==> config.mk <==
export PLATFORM = sky130hd
export DESIGN_NAME = f_npc_unit
export DESIGN_NICKNAME = d
export VERILOG_FILES = /design/src/rtl/f_npc_unit.sv
export SDC_FILE = /design/constraint.sdc
export NUM_CORES = 1
export LEC_CHECK = 0
export CAP_MARGIN = 15
export CORE_ASPECT_RATIO = 1.1
export CORE_MARGIN = 1.5
export CORE_UTILIZATION = 34
export CTS_CLUSTER_SIZE = 10
export DETAILED_ROUTE_END_ITERATION = 16
export SYNTH_ARGS = -nofsm -noshare
export SYNTH_HDL_FRONTEND = slang
export SYNTH_SLANG_ARGS = --single-unit
==> constraint.sdc <==
create_clock -name clk -period 5.65 [get_ports clk]
set_clock_uncertainty 0.05 [all_clocks]
set_input_delay 1.695 -clock clk [delete_from_list [all_inputs] [get_ports clk]]
set_output_delay 1.695 -clock clk [all_outputs]
set_load 0.03 [all_outputs]
==> src/rtl/f_npc_unit.sv <==
// Fetch-stage next-PC selection with an advisory return-address stack.
// F_pc follows a strict priority. The RAS only tracks jal/jr-ra pairs and never steers fetch.
module f_npc_unit #(
  parameter logic [31:0] RESET_PC   = 32'h0000_3000,
  parameter logic [31:0] EXC_VEC    = 32'h0000_4180,
  parameter int          RAS_DEPTH  = 4,
  parameter int          ERET_PLUS4 = 1,
  parameter int          CNT_W      = 16
) (
  input  logic             clk,
  input  logic             reset,
  input  logic             stall,
  input  logic [31:0]      D_pc,
  input  logic [31:0]      immExt,
  input  logic [25:0]      instrIndex,
  input  logic [31:0]      regJr,
  input  logic             beq,
  input  logic             bne,
  input  logic             B_judge,
  input  logic             jal,
  input  logic             jr,
  input  logic             jr_ra,
  input  logic             Req,
  input  logic             eret,
  input  logic [31:0]      EPC,
  output logic [31:0]      F_pc,
  output logic             F_adel,
  output logic [31:0]      ras_top,
  output logic             ras_empty,
  output logic             ras_ovf,
  output logic             ras_unf,
  output logic [CNT_W-1:0] ras_hit_cnt
);
  localparam int PW = $clog2(RAS_DEPTH);
  localparam logic [PW:0] DEPTH_C = (PW+1)'(RAS_DEPTH);

  logic [31:0]   ras_mem [RAS_DEPTH];
  logic [PW-1:0] wr_ptr;
  logic [PW-1:0] top_idx;
  logic [PW:0]   ras_cnt;
  logic [31:0]   npc;
  logic [31:0]   eret_tgt;
  logic          br_taken;
  logic          ras_push;
  logic          ras_pop;
  logic          ras_full;

  assign br_taken = (beq | bne) & B_judge;
  assign eret_tgt = (ERET_PLUS4 != 0) ? EPC + 32'd4 : EPC;
  assign F_adel   = |F_pc[1:0];

  always_comb begin
    npc = F_pc + 32'd4;
    if (Req)           npc = EXC_VEC;
    else if (eret)     npc = eret_tgt;
    else if (stall)    npc = F_pc;
    else if (br_taken) npc = D_pc + 32'd4 + {immExt[29:0], 2'b00};
    else if (jal)      npc = {D_pc[31:28], instrIndex, 2'b00};
    else if (jr)       npc = regJr;
  end

  // wr_ptr names the next free slot; when full it also names the oldest entry.
  assign top_idx   = wr_ptr - {{(PW-1){1'b0}}, 1'b1};
  assign ras_empty = (ras_cnt == '0);
  assign ras_full  = (ras_cnt == DEPTH_C);
  assign ras_top   = ras_empty ? 32'd0 : ras_mem[top_idx];
  assign ras_push  = jal & ~stall & ~Req;
  assign ras_pop   = jr & jr_ra & ~jal & ~stall & ~Req;

  always_ff @(posedge clk or negedge reset) begin
    if (!reset) begin
      F_pc <= RESET_PC;
    end else begin
      F_pc <= npc;
    end
  end

  always_ff @(posedge clk or negedge reset) begin
    if (!reset) begin
      for (int i = 0; i < RAS_DEPTH; i++) ras_mem[i] <= 32'd0;
      wr_ptr      <= '0;
      ras_cnt     <= '0;
      ras_ovf     <= 1'b0;
      ras_unf     <= 1'b0;
      ras_hit_cnt <= '0;
    end else if (ras_push) begin
      ras_mem[wr_ptr] <= D_pc + 32'd8;
      wr_ptr          <= wr_ptr + {{(PW-1){1'b0}}, 1'b1};
      if (ras_full) ras_ovf <= 1'b1;
      else          ras_cnt <= ras_cnt + 1'b1;
    end else if (ras_pop) begin
      if (ras_empty) begin
        ras_unf <= 1'b1;
      end else begin
        wr_ptr  <= top_idx;
        ras_cnt <= ras_cnt - 1'b1;
        if (ras_top == regJr && ras_hit_cnt != '1) ras_hit_cnt <= ras_hit_cnt + 1'b1;
      end
    end
  end
endmodule

==> run metrics <==
Final period util about nine tenths; r2r setup slk roughly 1.1 ns; number of DRC markers in iteration 0 1234; Gate Count Post-Synth 1590; YS warnings 0; CORE AREA approximately 0.039 mm^2; largest net degree at the start of global routing 98; area leader, netlist dfrtp_1; die area ~0.041 mm^2; first-pass GRT wire length 77.0 mm; cell mode on critical path ha_1; top-area cell type share of the netlist area 33.8%; mux share of post-synthesis cell area under 10%; flops & latches, synth roughly 180; PwrDens 474 mW/mm^2; IO buf count around 250; CTS tree built; Skew-Pair Late Insertion Delay roughly 0.45 ns; Routability Congestion roughly 0.94; TritonRoute pass-1 iters 6; CP top delay family compound AO/OA/AOI/OAI gates; Tightest Pin Transition ~1.1 ns; WHS Endpoint ras_ovf; Tmin final a little over 5 ns; Hold Path Depth 1; wirelength, routed a little over 50 mm; Layout fillers 3896; CTS Root Cell clkbuf_16; EDFF count, synth 0; async set-reset flop share out of synthesis 100%; number of max-cap violations 0; post-synth cell types between 70 and 80; R2R cell count 11; Pins Over Slew Limit 0; Worst Path Required between 5 and 6 ns; Sequential Area between 0.004 and 0.005 mm^2; largest family of logic cells by synthesized area simple AND/OR/NAND/NOR gates; Post-Synth XOR/XNOR Area approximately 7.8%; synthesized cell area around 0.013 mm^2; top cells by count, synth nand2_1, dfrtp_1, o21ai_0; hold buffers post-CTS 0; compound-gate portion of the synthesized area 19.4%; via/cell ratio between 5 and 6; total number of vias 13100; post-DP HPWL ~40 mm; synthesis-to-layout area growth 27.2%; CP Max Fanout 7; Mapped Nets 1822; adder-cell share of the synthesized area 6.37%; status complete, no violations; Cell Chain, Critical Path clkdlybuf4s50_1, ha_1, ha_1, inv_1, fa_1, nor2b_1, o2111ai_1, and4b_1, or2_2, a211oi_1, o211ai_1, a311oi_1, nor2_1; WL per Instance approximately 22 um; I/O pins ~250; Horiz. Die Dim between 150 and 200 um; htree depth 4; synth top area cells dfrtp_1, nand2_1, ha_1, o21ai_0, mux2i_1; # Post-CTS Setup Buffers 0; Ant. Diodes 0; min-delay worst type flop to flop; CTS Buffer Depth 2; ys flop type dfrtp_1; global route overflow 0; Starting Density around a third; Avg Inst Size Synth 8.43 um^2; smallest hold slack between 0.4 and 0.5 ns; Worst-path clk slew roughly 0.08 ns; DRT antenna net count 0; Synth Area in Simple Gates around a fifth; Max IR drop VDD a little under 1 mV; critical path type primary input to flop; Setup crit end kind flop; DIE HEIGHT roughly 210 um; area of the multi-input gates approximately 0.0083 mm^2; Crit path largest cell delay just over 0.6 ns; Pleak around 7.3 nW; clk sinks ~180; most numerous cell in the Yosys netlist nand2_1; Resized cells post-CTS 0; # setup viols final 0; vias in the first global route ~13000; Worst R2R End ras_hit_cnt[8]; Total Neg Setup Slack 0 ns; Startpoint Class primary input; Worst slew margin approximately 28%; Final Hold Fails 0; Site Rows 76; Worst path slowest cell clkdlybuf4s50_1; post-route DRC violation count 0; TritonCTS buffer count 17; reg2reg start wr_ptr[1]; GRT Total Usage between 20% and 30%; buffers plus inverters on the worst setup path 2; fraction of layout cells with a size suffix above 1 7.51%; hold path startpoint ras_ovf; Peak Freq 199 MHz; initial antenna violation count 0; post-synthesis sequential area ratio between 30 and 40%; critical path arrival about 5.3 ns; RSZ-0062 raised after global routing no; fin nets approximately 2000
[how the worst max path moves through the flow]
stage	endpoint	depth (start not counted)	from	slack, ns
global placement	F_pc[30]	11	D_pc[11]	0.28
floorplan	ras_top[13]	12	wr_ptr[0]	0.55
CTS	F_pc[30]	11	D_pc[11]	0.71
global route	F_pc[30]	11	D_pc[11]	0.50
finish	F_pc[29]	13	D_pc[3]	0.62
detailed placement	F_pc[30]	11	D_pc[11]	0.25
[cell type report]
cell class                 instances  area share [%]
clock buffer                      17            2.50
clock inverter                    14            1.17
inverter                          42           0.925
multi-input combinational       1284            48.9
sequential                       183            26.9
tap                              507            3.72
timing repair buffer             270            15.9
[metal layers]
metal	GRT usage [%]	vias to the layer above	routed length [um]
li1	-	6124	-
met1	34.1	6351	22200
met2	41.1	575	24000
met3	3.95	68	3640
met4	7.99	0	1280
met5	0	-	0
[cell usage in the layout (no fill, tap or decap), types with 60 or more instances in the layout]
cell type,count
ha_1,64
o21ai_0,150
dfrtp_1,181
nor2_1,117
mux2i_1,72
xnor2_1,61
a21oi_1,109
nand3_1,60
nand2_1,247
clkdlybuf4s50_1,211
[logic make-up after synthesis]
logic type / count (synthesis)
xor gates and xnor gates: 120
DFF: 183
muxes: 94
and+or+nand+nor: 586
AOI/OAI and AO/OA: 417
adders and majority gates: 67
buffers and inverters: 123
[worst reg2reg max path: cells and delay by family (launching register included)]
kind	cells	cell delay, ns
AO/OA/AOI/OAI	4	1.58
XOR/XNOR	1	0.17
AND/OR/NAND/NOR	1	0.39
buffers and inverters	2	0.55
flip-flops	1	0.41
adder cells (fa/ha/maj)	1	0.76
multiplexers	2	0.56
[metrics by stage]
stage / setup slack, ns / util, % / total power [mW] / instance area [um^2] / std cells
floorplan: 0.553 / - / 4.90 / 13400 / 1590
global placement: 0.279 / 42.1 / 6.68 / 16400 / 2286
global route: 0.496 / 43.7 / 8.51 / 17000 / 2317
finish: 0.616 / 43.7 / 8.08 / 17000 / 2317
CTS: 0.713 / 43.7 / 8.06 / 17000 / 2317
detailed placement: 0.250 / 42.1 / 6.75 / 16400 / 2286
[power breakdown]
part           internal (mW)  switching, mW  total (mW)  leakage, nW
registers               1.79          0.311        2.10         2.27
clock network          0.743          0.560        1.30        0.292
logic                   1.92           2.75        4.68         4.77
total                   4.46           3.62        8.08         7.34
[sequential cells by signal, summed over array words and instances (netlist names)]
register     cells
F_pc            32
wr_ptr           2
ras_ovf          1
ras_unf          1
ras_cnt          3
ras_mem        128
ras_hit_cnt     16
No activity file was read; power rests on OpenSTA's default activity.
